File: src/rtl/jtopl_pkg.sv
// Shared OPL2 slot-register definitions: register bases, field layouts and
// operator-offset / slot / channel mapping helpers.
package jtopl_pkg;

    localparam int SLOTS    = 18;
    localparam int CHANNELS = 9;

    // Operator register groups, selected by address bits [7:5]
    localparam logic [2:0] OP_AM = 3'd1;    // 0x20: amsen / en_sus / ksr
    localparam logic [2:0] OP_TL = 3'd2;    // 0x40: ksl / tl
    localparam logic [2:0] OP_AR = 3'd3;    // 0x60: arate / drate
    localparam logic [2:0] OP_SL = 3'd4;    // 0x80: sl / rrate

    // Channel register groups, selected by address bits [7:4]
    localparam logic [3:0] CH_FNUM = 4'hA;
    localparam logic [3:0] CH_BLK  = 4'hB;

    localparam logic [7:0] REG_NTS = 8'h08;

    typedef struct packed {
        logic       amsen;
        logic       en_sus;
        logic       ksr;
        logic [1:0] ksl;
        logic [5:0] tl;
        logic [3:0] arate;
        logic [3:0] drate;
        logic [3:0] sl;
        logic [3:0] rrate;
    } op_regs_t;

    typedef struct packed {
        logic       keyon;
        logic [2:0] block;
        logic [9:0] fnum;
    } ch_regs_t;

    // Offsets 6, 7, 0xE, 0xF and everything from 0x16 up have no operator
    function automatic logic op_valid(input logic [4:0] o);
        return (o[2:0] < 3'd6) && (o[4:3] != 2'd3);
    endfunction

    function automatic logic [4:0] op2slot(input logic [4:0] o);
        logic [4:0] base;
        case (o[4:3])
            2'd1:    base = 5'd6;
            2'd2:    base = 5'd12;
            default: base = 5'd0;
        endcase
        return base + {2'b00, o[2:0]};
    endfunction

    function automatic logic [3:0] slot2ch(input logic [4:0] s);
        logic [3:0] ch;
        case (s)
            5'd0,  5'd3:  ch = 4'd0;
            5'd1,  5'd4:  ch = 4'd1;
            5'd2,  5'd5:  ch = 4'd2;
            5'd6,  5'd9:  ch = 4'd3;
            5'd7,  5'd10: ch = 4'd4;
            5'd8,  5'd11: ch = 4'd5;
            5'd12, 5'd15: ch = 4'd6;
            5'd13, 5'd16: ch = 4'd7;
            5'd14, 5'd17: ch = 4'd8;
            default:      ch = 4'd0;
        endcase
        return ch;
    endfunction

endpackage

File: src/rtl/jtopl_sh.sv
// Clock-enabled shift register used to align fields to later pipeline stages.
module jtopl_sh #(
    parameter int W      = 1,
    parameter int STAGES = 1
) (
    input  logic         rst,
    input  logic         clk,
    input  logic         cen,
    input  logic [W-1:0] din,
    output logic [W-1:0] drop
);

    logic [W-1:0] bits [STAGES];

    always_ff @(posedge clk or posedge rst) begin
        if (rst) begin
            for (int i = 0; i < STAGES; i++) bits[i] <= '0;
        end else if (cen) begin
            bits[0] <= din;
            for (int i = 1; i < STAGES; i++) bits[i] <= bits[i-1];
        end
    end

    assign drop = bits[STAGES-1];

endmodule

File: src/rtl/jtopl_slot_cnt.sv
// Operator slot counter: walks 0..SLOTS-1 once per cenop and flags slot 0.
module jtopl_slot_cnt (
    input  logic       rst,
    input  logic       clk,
    input  logic       cenop,
    output logic [4:0] slot,
    output logic       zero
);
    import jtopl_pkg::*;

    always_ff @(posedge clk or posedge rst) begin
        if (rst) begin
            slot <= 5'd0;
        end else if (cenop) begin
            slot <= (slot == 5'(SLOTS - 1)) ? 5'd0 : slot + 5'd1;
        end
    end

    assign zero = (slot == 5'd0);

endmodule

File: src/rtl/jtopl_slot_regs.sv
// OPL2 operator/channel register file feeding per-slot envelope parameters.
// Optional CPU readback of stored registers: define JTOPL_SLOT_READBACK_EN.
module jtopl_slot_regs (
    input  logic       rst,
    input  logic       clk,
    input  logic       cenop,
    input  logic       wr,
    input  logic       a0,
    input  logic [7:0] din,
    output logic [7:0] dout,
    output logic       zero,
    output logic [4:0] slot,
    output logic       keyon_I,
    output logic       en_sus_I,
    output logic [3:0] arate_I,
    output logic [3:0] drate_I,
    output logic [3:0] rrate_I,
    output logic [3:0] sl_I,
    output logic [9:0] fnum_I,
    output logic [2:0] block_I,
    output logic [3:0] keycode_II,
    output logic       ksr_II,
    output logic       amsen_IV,
    output logic [5:0] tl_IV,
    output logic [1:0] ksl_IV
);
    import jtopl_pkg::*;

    logic [7:0] addr;
    logic       nts;
    op_regs_t   op_mem [SLOTS];
    ch_regs_t   ch_mem [CHANNELS];

    logic       op_hit;
    logic [4:0] op_slot;
    logic       ch_hit;
    logic [3:0] ch_idx;

    assign op_hit  = (addr[7:5] >= OP_AM) && (addr[7:5] <= OP_SL) && op_valid(addr[4:0]);
    assign op_slot = op2slot(addr[4:0]);
    assign ch_idx  = addr[3:0];
    assign ch_hit  = ((addr[7:4] == CH_FNUM) || (addr[7:4] == CH_BLK)) && (ch_idx < 4'd9);

    always_ff @(posedge clk or posedge rst) begin
        if (rst) begin
            addr <= 8'd0;
            nts  <= 1'b0;
            for (int i = 0; i < SLOTS; i++)    op_mem[i] <= '0;
            for (int i = 0; i < CHANNELS; i++) ch_mem[i] <= '0;
        end else if (wr && !a0) begin
            addr <= din;
        end else if (wr && a0) begin
            if (addr == REG_NTS) nts <= din[6];
            if (op_hit) begin
                case (addr[7:5])
                    OP_AM: begin
                        op_mem[op_slot].amsen  <= din[7];
                        op_mem[op_slot].en_sus <= din[5];
                        op_mem[op_slot].ksr    <= din[4];
                    end
                    OP_TL: begin
                        op_mem[op_slot].ksl <= din[7:6];
                        op_mem[op_slot].tl  <= din[5:0];
                    end
                    OP_AR: begin
                        op_mem[op_slot].arate <= din[7:4];
                        op_mem[op_slot].drate <= din[3:0];
                    end
                    OP_SL: begin
                        op_mem[op_slot].sl    <= din[7:4];
                        op_mem[op_slot].rrate <= din[3:0];
                    end
                    default: ;
                endcase
            end
            if (ch_hit) begin
                if (addr[7:4] == CH_FNUM) begin
                    ch_mem[ch_idx].fnum[7:0] <= din;
                end else begin
                    ch_mem[ch_idx].keyon     <= din[5];
                    ch_mem[ch_idx].block     <= din[4:2];
                    ch_mem[ch_idx].fnum[9:8] <= din[1:0];
                end
            end
        end
    end

    jtopl_slot_cnt u_cnt (
        .rst   (rst),
        .clk   (clk),
        .cenop (cenop),
        .slot  (slot),
        .zero  (zero)
    );

    // Stage I reads straight from the arrays, so a write that lands on the
    // same edge the slot is consumed is only seen on the slot's next visit.
    op_regs_t   op_cur;
    ch_regs_t   ch_cur;
    logic [3:0] keycode_I;

    assign op_cur    = op_mem[slot];
    assign ch_cur    = ch_mem[slot2ch(slot)];
    assign keyon_I   = ch_cur.keyon;
    assign block_I   = ch_cur.block;
    assign fnum_I    = ch_cur.fnum;
    assign en_sus_I  = op_cur.en_sus;
    assign arate_I   = op_cur.arate;
    assign drate_I   = op_cur.drate;
    assign rrate_I   = op_cur.rrate;
    assign sl_I      = op_cur.sl;
    assign keycode_I = {ch_cur.block, nts ? ch_cur.fnum[8] : ch_cur.fnum[9]};

    jtopl_sh #(.W(5), .STAGES(1)) u_sh_ii (
        .rst  (rst),
        .clk  (clk),
        .cen  (cenop),
        .din  ({keycode_I, op_cur.ksr}),
        .drop ({keycode_II, ksr_II})
    );

    jtopl_sh #(.W(9), .STAGES(3)) u_sh_iv (
        .rst  (rst),
        .clk  (clk),
        .cen  (cenop),
        .din  ({op_cur.amsen, op_cur.tl, op_cur.ksl}),
        .drop ({amsen_IV, tl_IV, ksl_IV})
    );

`ifdef JTOPL_SLOT_READBACK_EN
    always_comb begin
        dout = 8'd0;
        if (op_hit) begin
            case (addr[7:5])
                OP_AM:   dout = {op_mem[op_slot].amsen, 1'b0, op_mem[op_slot].en_sus,
                                 op_mem[op_slot].ksr, 4'd0};
                OP_TL:   dout = {op_mem[op_slot].ksl, op_mem[op_slot].tl};
                OP_AR:   dout = {op_mem[op_slot].arate, op_mem[op_slot].drate};
                OP_SL:   dout = {op_mem[op_slot].sl, op_mem[op_slot].rrate};
                default: dout = 8'd0;
            endcase
        end else if (ch_hit) begin
            if (addr[7:4] == CH_FNUM) dout = ch_mem[ch_idx].fnum[7:0];
            else dout = {2'b00, ch_mem[ch_idx].keyon, ch_mem[ch_idx].block,
                         ch_mem[ch_idx].fnum[9:8]};
        end else if (addr == REG_NTS) begin
            dout = {1'b0, nts, 6'd0};
        end
    end
`else
    assign dout = 8'd0;
`endif

endmodule

File: config.mk
export PLATFORM = sky130hd
export DESIGN_NAME = jtopl_slot_regs
export DESIGN_NICKNAME = d
export VERILOG_FILES = /design/src/rtl/jtopl_pkg.sv /design/src/rtl/jtopl_sh.sv /design/src/rtl/jtopl_slot_cnt.sv /design/src/rtl/jtopl_slot_regs.sv
export SDC_FILE = /design/constraint.sdc
export NUM_CORES = 1
export LEC_CHECK = 0
export BUFFER_PORTS_ARGS = -buffer_cell sky130_fd_sc_hd__buf_4
export CORE_UTILIZATION = 60
export CTS_CLUSTER_SIZE = 10
export DETAILED_ROUTE_END_ITERATION = 10
export PLACE_DENSITY = 0.79
export SLEW_MARGIN = 25
export SYNTH_ARGS = -nofsm -noshare
export SYNTH_HDL_FRONTEND = slang
export SYNTH_SLANG_ARGS = --single-unit
File: constraint.sdc
create_clock -name clk -period 26.1 [get_ports clk]
set_clock_uncertainty 0.15 [all_clocks]
set_input_delay 3.915 -clock clk [delete_from_list [all_inputs] [get_ports clk]]
set_output_delay 3.915 -clock clk [all_outputs]
set_load 0.01 [all_outputs]
==> impl_metrics.env, run 1 <==
export IMPL_tns_ns=0
export IMPL_startpoint_type="flop"
export IMPL_via_per_inst=6.42
export IMPL_num_rows=82
export IMPL_antenna_found_initial=2
export IMPL_synth_enable_flop_cells=0
export IMPL_clockRootBuffer="clkbuf_16"
export IMPL_worst_pin_slew_ns=1.09
export IMPL_hold_worst_slack_ns=0.347
export IMPL_coreArea_um2=50300
export IMPL_end_kind="output pin"
export IMPL_hold_viol_final=0
export IMPL_hp_class="reg2reg"
export IMPL_nFillCells=3426
export IMPL_via_count=17700
export IMPL_layout_drive_gt1_share=0.465
export IMPL_cts_setup_buffers=0
export IMPL_clkTransAtPathRegs_ns=0.06
export IMPL_stdcell_area_um2=33500
export IMPL_r2r_cells=11
export IMPL_synth_distinct_cells=52
export IMPL_final_common_cell="dfrtp_1"
export IMPL_syn_area_um2=30600
export IMPL_drc=0
export IMPL_cp_endpoint="keyon_I"
export IMPL_start_util=0.609
export IMPL_syn2layout_area_growth_pct=9.23
export IMPL_grt_ovfl_total=0
export IMPL_finalSetupViolations=0
export IMPL_p_per_area_nw_per_um2=83.3
export IMPL_clock_latency_ns=0.62
export IMPL_cts_resized=0
export IMPL_required_ns=22.03
export IMPL_numPortBuffers=63
export IMPL_layout_common_cells="dfrtp_1, mux2_2, mux4_2"
export IMPL_synthFlopType="dfrtp_1"
export IMPL_cts_tree="built"
export IMPL_ios=72
export IMPL_fin_crit_sh=0.362
export IMPL_async_flop_share=1.00
export IMPL_min_period_ns=9.44
export IMPL_clock_fmax_mhz=106
export IMPL_wl_per_cell_um=25.3
export IMPL_routed_wl_um=69800
export IMPL_r2r_end="u_sh_ii.drop[1]"
export IMPL_avgSynthCellArea_um2=14.7
export IMPL_postCtsHoldBufs=0
export IMPL_path_class="reg2out"
export IMPL_ir_worst_vdd_mv=0.0660
export IMPL_layout_setup_ws_ns=16.66
export IMPL_yosysWarnings=0
export IMPL_rrSetupSlack_ns=20.97
export IMPL_htreeDepth=3
export IMPL_track_usage=0.278
export IMPL_pre_cts_slack_ns=17.31
export IMPL_final_nets=2093
export IMPL_drt_iter0_drc=1209
export IMPL_crit_fanout=58
export IMPL_grt_pass1_wl_um=111000
export IMPL_grt_start_max_net_pins=186
export IMPL_post_dp_hpwl_um=42800
export IMPL_startpoint="u_cnt.slot[1]"
export IMPL_ys_seq_elements=658
export IMPL_syn_inst=2088
export IMPL_clock_path_buffers=3
export IMPL_numCtsBuffers=76
export IMPL_leakage_nw=16.2
export IMPL_placed_cell_area_um2=31300
export IMPL_r2r_start="u_cnt.slot[1]"
export IMPL_die_h_um=228
export IMPL_fp_dieW_um=228
export IMPL_rsz0062_at_grt="false"
export IMPL_finalMaxSlewViolations=0
export IMPL_die_area_um2=52000
export IMPL_first_pass_iters=6
export IMPL_maxCapViolCount=0
export IMPL_status="completed"
export IMPL_worstHoldPathCells=1
export IMPL_slew_headroom=0.270
export IMPL_gp_congestion=0.833
export IMPL_ys_seq_area_frac=0.537
export IMPL_arrival_ns=5.38
export IMPL_antenna_left=0
export IMPL_clock_sinks=658
export IMPL_grt_pass1_vias=18800
## how the worst min path moves through the flow
stage | startpoint | endpoint
floorplan | op_mem[105] | op_mem[105]
global placement | op_mem[339] | op_mem[339]
detailed placement | op_mem[87] | op_mem[87]
CTS | op_mem[87] | op_mem[87]
global route | op_mem[118] | op_mem[118]
finish | op_mem[67] | op_mem[67]
## critical path: stages, from the launching register on
cell,delay [ns]
dfrtp_4,1.01
buf_4,0.87
inv_1,0.23
ha_1,0.33
mux2i_1,0.16
nor3_1,0.09
a311oi_4,0.26
buf_4,0.73
mux2i_1,0.20
mux2i_1,0.18
mux2i_1,0.09
o21ai_0,0.30
buf_4,0.19
## per-layer routing
| layer | track usage | vias up | share of wire |
|---|---|---|---|
| met5 | 0 | - | 0 |
| met4 | 0.111 | 0 | 0.030 |
| met3 | 0.0555 | 144 | 0.054 |
| met2 | 0.438 | 486 | 0.49 |
| met1 | 0.384 | 9562 | 0.43 |
| li1 | - | 7537 | - |
## state kept, by name (all words and copies together) (netlist names)
signal and cells:
u_cnt.slot 5, u_sh_iv.drop 9, u_sh_iv.bits 18, nts 1, addr 8, ch_mem 126
u_sh_ii.drop 5, op_mem 486
## metrics by stage
step	std cells	power, mW	utilization
final	2760	2.79	0.666
after global routing	2757	2.90	0.666
after CTS	2754	2.80	0.664
after detailed placement	2659	1.86	0.622
after global placement	2659	1.84	0.622
after floorplan	2095	1.70	-
## synth_stat cells (all sizes together), types with 2 or more instances
library cell  instances  share of area
dfrtp               658           0.54
mux2                635           0.23
mux4                136           0.10
mux2i               119          0.039
clkbuf              109          0.013
nand2                79         0.0097
buf                  78          0.015
nor2                 75          0.010
o21ai                40         0.0065
a21oi                26         0.0046
nand3                26         0.0042
nor2b                15         0.0031
nor3                 14         0.0033
inv                  13         0.0016
ha                   11         0.0045
a211oi                5         0.0014
a41oi                 4         0.0011
nand2b                4        0.00082
nand4                 4        0.00082
nor3b                 4        0.00098
and3                  3        0.00061
or3                   3        0.00061
a21o                  2        0.00049
a311oi                2        0.00057
and2                  2        0.00041
nand3b                2        0.00049
nor4b                 2        0.00057
xnor2                 2        0.00057
## cells by family after synthesis
group / after synthesis / share of synthesized area
xor gates and xnor gates: 3 / 0.000858
buffers and inverters: 200 / 0.0304
and+or+nand+nor: 237 / 0.0369
other: 1 / 0.000122
DFF: 658 / 0.537
muxes: 890 / 0.372
AOI/OAI and AO/OA: 87 / 0.0170
adders and majority gates: 12 / 0.00515
## area by class of cell
class / instances / area [µm²] / area share
multi-input cells: 1237 / 13300 / 0.398
flip-flops and latches: 658 / 16500 / 0.492
well taps: 672 / 841 / 0.0251
clock inverters: 4 / 50.0 / 0.00150
diodes: 3 / 7.51 / 0.000224
repair buffers: 82 / 681 / 0.0203
inverters: 13 / 56.3 / 0.00168
clock buffers: 91 / 2050 / 0.0613
## power breakdown
group / total (mW) / switching (mW) / internal [mW] / leakage, nW
sequential: 1.22 / 0.0911 / 1.13 / 9.05
combinational: 0.635 / 0.336 / 0.299 / 6.16
clock: 0.937 / 0.391 / 0.547 / 1.03
total: 2.79 / 0.817 / 1.97 / 16.2
Power figures use the tool's default switching activity.
==> inputs of run 2 (changes only) <==
ABC_AREA = 1   (was unset)
clock period = 9.2 ns   (was 26.1 ns; I/O delays follow)
==> run 2 against run 1 <==
Sequential share of layout area increased by 1.6 points. Clock power increased to 2.8 times the previous value. Sequential power increased to 2.8 times the previous value. Via count increased by 43%. Hold slack got worse by 0.029 ns. Final cell count increased by 48%. First-iteration DRC count increased to 2.6 times the previous value. Critical endpoint is now fnum_I[6]. Largest cell class unchanged. Highest routed layer unchanged.
==> impl_metrics.env, run 2 <==
export IMPL_grt_start_max_net_pins=199
export IMPL_top_regs="op_mem (486), ch_mem (126), u_sh_iv.bits (18)"
export IMPL_maxCapViolCount=0
export IMPL_yosysWarnings=0
export IMPL_startpoint="u_cnt.slot[0]"
export IMPL_cts_setup_buffers=0
export IMPL_ios=72
export IMPL_min_period_ns=6.63
export IMPL_antenna_found_initial=0
export IMPL_ys_seq_elements=658
export IMPL_syn2layout_area_growth_pct=7.86
export IMPL_tns_ns=0
export IMPL_synth_most_common_cell="nand2_1"
export IMPL_path_class="reg2out"
export IMPL_critPathTopFamily="buffers and inverters"
export IMPL_via_per_inst=6.20
export IMPL_placed_cell_area_um2=30200
export IMPL_drt_iter0_drc=3115
export IMPL_die_h_um=226
export IMPL_ir_worst_vdd_mv=0.253
export IMPL_start_util=0.611
export IMPL_hp_class="reg2reg"
export IMPL_leakage_nw=14.6
export IMPL_post_dp_hpwl_um=48500
export IMPL_grt_util_met2=0.504
export IMPL_crit_fanout=140
export IMPL_numPortBuffers=63
export IMPL_required_ns=7.67
export IMPL_postCtsHoldBufs=0
export IMPL_grt_pass1_vias=24200
export IMPL_avgSynthCellArea_um2=8.54
export IMPL_yosys_area_top_type="dfrtp_1"
export IMPL_final_nets=3433
export IMPL_r2r_start="u_cnt.slot[0]"
export IMPL_clock_latency_ns=0.61
export IMPL_largest_register_ffs=486
export IMPL_drc=0
export IMPL_htreeDepth=3
export IMPL_synth_commonest_cells="nand2_1, o21ai_0, dfrtp_1"
export IMPL_min_from="u_sh_iv.bits[9]"
export IMPL_routed_wl_um=81200
export IMPL_layout_drive_gt1_share=0.0736
export IMPL_clkTransAtPathRegs_ns=0.06
export IMPL_p_total_mw=9.10
export IMPL_num_rows=81
export IMPL_numCtsBuffers=77
export IMPL_diodes=0
export IMPL_grtUsageMet3=0.0587
export IMPL_crit_buf_inv=5
export IMPL_path_cells="inv_6 -> ha_1 -> inv_1 -> nand2_1 -> nand3_2 -> nand3_2 -> buf_4 -> inv_1 -> o21ai_0 -> o221ai_1 -> nand3_1 -> nand2_1 -> buf_4"
export IMPL_hold_viol_final=0
export IMPL_die_area_um2=51000
export IMPL_via_count=25400
export IMPL_clock_sinks=658
export IMPL_cts_tree="built"
export IMPL_startpoint_type="flop"
export IMPL_track_usage=0.324
export IMPL_layout_common_cells="nand2_1, o21ai_0, dfrtp_1"
export IMPL_yosysTopAreaCellShare=0.548
export IMPL_synth_distinct_cells=43
export IMPL_fin_crit_sh=0.720
export IMPL_regMostFlops="op_mem"
export IMPL_final_common_cell="nand2_1"
export IMPL_gp_congestion=0.875
export IMPL_synth_top_cells_by_area="dfrtp_1, o21ai_0, nand2_1"
export IMPL_first_pass_iters=6
export IMPL_syn_inst=3516
export IMPL_worst_pin_slew_ns=1.08
export IMPL_async_flop_share=1.00
export IMPL_syn_area_um2=30000
export IMPL_fp_dieW_um=226
export IMPL_clock_fmax_mhz=151
export IMPL_end_kind="output pin"
export IMPL_finalSetupViolations=0
export IMPL_critPathMaxStageDelay_ns=0.80
export IMPL_stdcell_area_um2=32400
export IMPL_ys_seq_area_frac=0.548
export IMPL_synth_enable_flop_cells=0
export IMPL_coreArea_um2=49200
export IMPL_synthFlopType="dfrtp_1"
export IMPL_grt_use_met1=0.442
export IMPL_clockRootBuffer="clkbuf_16"
export IMPL_wl_per_cell_um=19.9
export IMPL_grt_pass1_wl_um=130000
export IMPL_grt_ovfl_total=0
export IMPL_clock_path_buffers=3
export IMPL_finalMaxSlewViolations=0
export IMPL_arrival_ns=5.10
export IMPL_rrSetupSlack_ns=4.58
export IMPL_p_per_area_nw_per_um2=281
export IMPL_antenna_left=0
export IMPL_gr_max_usage_layer="met2"
export IMPL_cts_resized=0
export IMPL_status="completed"
export IMPL_slew_headroom=0.279
export IMPL_cp_slowest_cell="inv_6"
export IMPL_rsz0062_at_grt="false"
run 2: cell count changes after synthesis, moves of 73 or more:
cell      before  now
clkbuf_1     109  182
mux2_2       635    0
mux2i_1      119   17
mux4_2       136    0
nand2_1       79  884
nor2_1        65  300
o21ai_0       39  797
o21ai_1        1  126
o22ai_1        1  102
run 2: layer usage:
| layer | vias up | wire length [µm] |
|---|---|---|
| met2 | 1228 | 37300 |
| met4 | 0 | 3630 |
| met5 | - | 0 |
| li1 | 11500 | - |
| met1 | 12400 | 33700 |
| met3 | 234 | 6540 |
run 2: logic make-up after synthesis:
group | Yosys count | synth area share
other | 1 | 0.000125
xor gates and xnor gates | 3 | 0.000875
and+or+nand+nor | 1317 | 0.179
buffers and inverters | 373 | 0.0591
AOI/OAI and AO/OA | 1135 | 0.202
adders and majority gates | 12 | 0.00525
DFF | 658 | 0.548
muxes | 17 | 0.00566
run 2: through the flow:
step                      utilization  std cells  hold WS (ns)  setup WS (ns)
after detailed placement        0.614       3990         0.310           3.29
after CTS                       0.657       4086         0.323           2.63
after global routing            0.659       4089         0.345           2.26
after floorplan                     -       3523         0.292          -1.32
final                           0.659       4089         0.318           2.57
after global placement          0.614       3989         0.304           3.51
run 2: report_power, final:
group / switching, mW / total (mW) / internal (mW)
Sequential: 0.226 / 3.44 / 3.22
Clock: 1.12 / 2.67 / 1.55
Combinational: 1.99 / 2.99 / 0.996
Total: 3.34 / 9.10 / 5.76
run 2: cell type report:
cell class | instances | area, µm²
clock buffer | 90 | 2040
clock inverter | 6 | 65.1
fill | 3930 | 16800
inverter | 86 | 332
multi-input combinational | 2492 | 11800
sequential | 658 | 16500
tap | 664 | 831
timing repair buffer | 93 | 820
run 2: tightest hold or removal path, stage by stage (launching register included):
cell and delay (ns):
dfrtp_1 0.34, nand2_1 0.05, nand2_1 0.04
run 2: final timing paths:
kind,endpoint,depth (start not counted)
max,fnum_I[6],13
min,u_sh_iv.bits[9],2
max reg2reg,u_sh_ii.drop[2],14
min reg2reg,u_sh_iv.bits[9],2
max in group asynchronous,op_mem[444],5
min in group asynchronous,u_sh_iv.bits[25],2
==> inputs of run 3 (changes only) <==
CORE_UTILIZATION = 57   (was 60)
clock period = 5.4 ns   (was 9.2 ns; I/O delays follow)
==> run 3 against run 2 <==
Sequential share of layout area about the same. Highest routed layer is now met5. Sequential power increased by 70%. Combinational power increased by 72%. Global-route usage decreased by 1.9 points. First-iteration DRC count increased by 3.7%. Critical endpoint is now fnum_I[0]. Sequential cell count unchanged. Hold slack got worse by 0.17 ns.
==> impl_metrics.env, run 3 (synthesis gave the netlist of run 2 again) <==
export IMPL_status="completed"
export IMPL_layout_drive_gt1_share=0.0742
export IMPL_grt_pass1_wl_um=130000
export IMPL_num_rows=83
export IMPL_crit_cells=14
export IMPL_finalMaxSlewViolations=0
export IMPL_grt_ovfl_total=0
export IMPL_clockRootBuffer="clkbuf_16"
export IMPL_arrival_ns=4.03
export IMPL_coreArea_um2=51700
export IMPL_largest_register_ffs=486
export IMPL_numPortBuffers=63
export IMPL_wl_per_cell_um=19.7
export IMPL_clock_path_buffers=3
export IMPL_cts_resized=0
export IMPL_p_per_area_nw_per_um2=478
export IMPL_fp_dieW_um=232
export IMPL_startpoint_type="flop"
export IMPL_cts_setup_buffers=0
export IMPL_final_nets=3436
export IMPL_r2r_cells=13
export IMPL_tns_ns=0
export IMPL_die_h_um=232
export IMPL_numCtsBuffers=76
export IMPL_hp_class="in2async"
export IMPL_hold_worst_slack_ns=0.153
export IMPL_postCtsHoldBufs=0
export IMPL_routed_wl_um=80700
export IMPL_clock_fmax_mhz=201
export IMPL_grt_pass1_vias=23700
export IMPL_regMostFlops="op_mem"
export IMPL_slew_headroom=0.303
export IMPL_syn2layout_area_growth_pct=7.84
export IMPL_grtUsageMet3=0.0587
export IMPL_path_class="reg2out"
export IMPL_rsz0062_at_grt="false"
export IMPL_clock_sinks=658
export IMPL_gr_max_usage_layer="met2"
export IMPL_cts_tree="built"
export IMPL_ir_worst_vdd_mv=0.422
export IMPL_via_per_inst=6.10
export IMPL_ios=72
export IMPL_hold_viol_final=0
export IMPL_worst_pin_slew_ns=1.04
export IMPL_antenna_left=0
export IMPL_drc=0
export IMPL_end_kind="output pin"
export IMPL_gp_congestion=0.873
export IMPL_die_area_um2=53600
export IMPL_clkTransAtPathRegs_ns=0.06
export IMPL_first_pass_iters=6
export IMPL_start_util=0.581
export IMPL_finalSetupViolations=0
export IMPL_track_usage=0.306
export IMPL_clock_latency_ns=0.62
export IMPL_r2r_end="op_mem[219]"
export IMPL_leakage_nw=14.6
export IMPL_r2r_start="addr[4]"
export IMPL_critPathMaxStageDelay_ns=0.71
export IMPL_grt_start_max_net_pins=162
export IMPL_cpMostUsedCell="nand2_1"
export IMPL_crit_fanout=92
export IMPL_path_cells="inv_6 -> ha_1 -> inv_1 -> nand2_1 -> nand2_1 -> nand2_1 -> nand2_1 -> nand2_1 -> nand2_1 -> o21ai_0 -> o221ai_1 -> nand3_1 -> nand2_1 -> buf_4"
export IMPL_via_count=25000
export IMPL_maxCapViolCount=0
export IMPL_rrSetupSlack_ns=1.56
export IMPL_min_period_ns=4.99
export IMPL_critPathTopFamily="simple AND/OR/NAND/NOR gates"
export IMPL_crit_buf_inv=3
export IMPL_post_dp_hpwl_um=48600
export IMPL_final_common_cell="nand2_1"
export IMPL_antenna_found_initial=1
export IMPL_htreeDepth=3
export IMPL_grt_util_met2=0.471
export IMPL_required_ns=4.44
export IMPL_drt_iter0_drc=3229
export IMPL_grt_use_met1=0.429
export IMPL_nFillCells=4316
export IMPL_top_regs="op_mem (486), ch_mem (126), u_sh_iv.bits (18)"
export IMPL_cp_slowest_cell="nand2_1"
export IMPL_diodes=0
export IMPL_layout_common_cells="nand2_1, o21ai_0, dfrtp_1"
export IMPL_fin_crit_sh=0.923
[run 3: cell types whose count changed in the layout (fill, tap and decap cells not counted), moves of 2 or more]
cell      change
clkinv_8      -2
buf_12        +3
buf_16        -3
inv_2         -2
buf_6         -3
clkbuf_1      -3
buf_4         +7
[run 3: worst max-delay path by stage]
| stage | from | endpoint | slack (ns) |
|---|---|---|---|
| after floorplan | rst | addr[0] | -4.55 |
| after global placement | u_cnt.slot[0] | fnum_I[7] | 1.19 |
| after detailed placement | u_cnt.slot[0] | fnum_I[5] | 1.14 |
| after global routing | u_cnt.slot[0] | fnum_I[0] | 0.15 |
| after CTS | u_cnt.slot[0] | fnum_I[0] | 0.46 |
| final | u_cnt.slot[0] | fnum_I[0] | 0.41 |
[run 3: layout make-up]
type,instances,area (µm²),area share
Clock inverter,5,53.8,0.00166
Clock buffer,86,2010,0.0622
Sequential cell,658,16500,0.509
Multi-Input combinational cell,2492,11800,0.366
Timing Repair Buffer,97,816,0.0252
Tap cell,680,851,0.0263
Inverter,86,335,0.0104
[run 3: report_power, final]
part,switching [mW],internal [mW]
Combinational,3.41,1.71
Clock,1.92,2.61
Sequential,0.353,5.48
Total,5.69,9.80
[run 3: metrics by stage]
step / total power [mW] / util / cells / worst slack (ns) / cell area (µm²)
after floorplan: 9.41 / - / 3523 / -4.55 / 30100
after global placement: 10.8 / 0.586 / 4012 / 1.19 / 30300
final: 15.5 / 0.626 / 4104 / 0.415 / 32400
after detailed placement: 10.9 / 0.586 / 4013 / 1.14 / 30300
after CTS: 15.4 / 0.626 / 4104 / 0.455 / 32400
after global routing: 16.3 / 0.626 / 4104 / 0.150 / 32400
[run 3: metal layers]
layer / wire length, µm / share of wire
met1: 34300 / 0.42
met2: 36900 / 0.46
met3: 6680 / 0.083
met4: 2840 / 0.035
met5: 13 / 0.00016
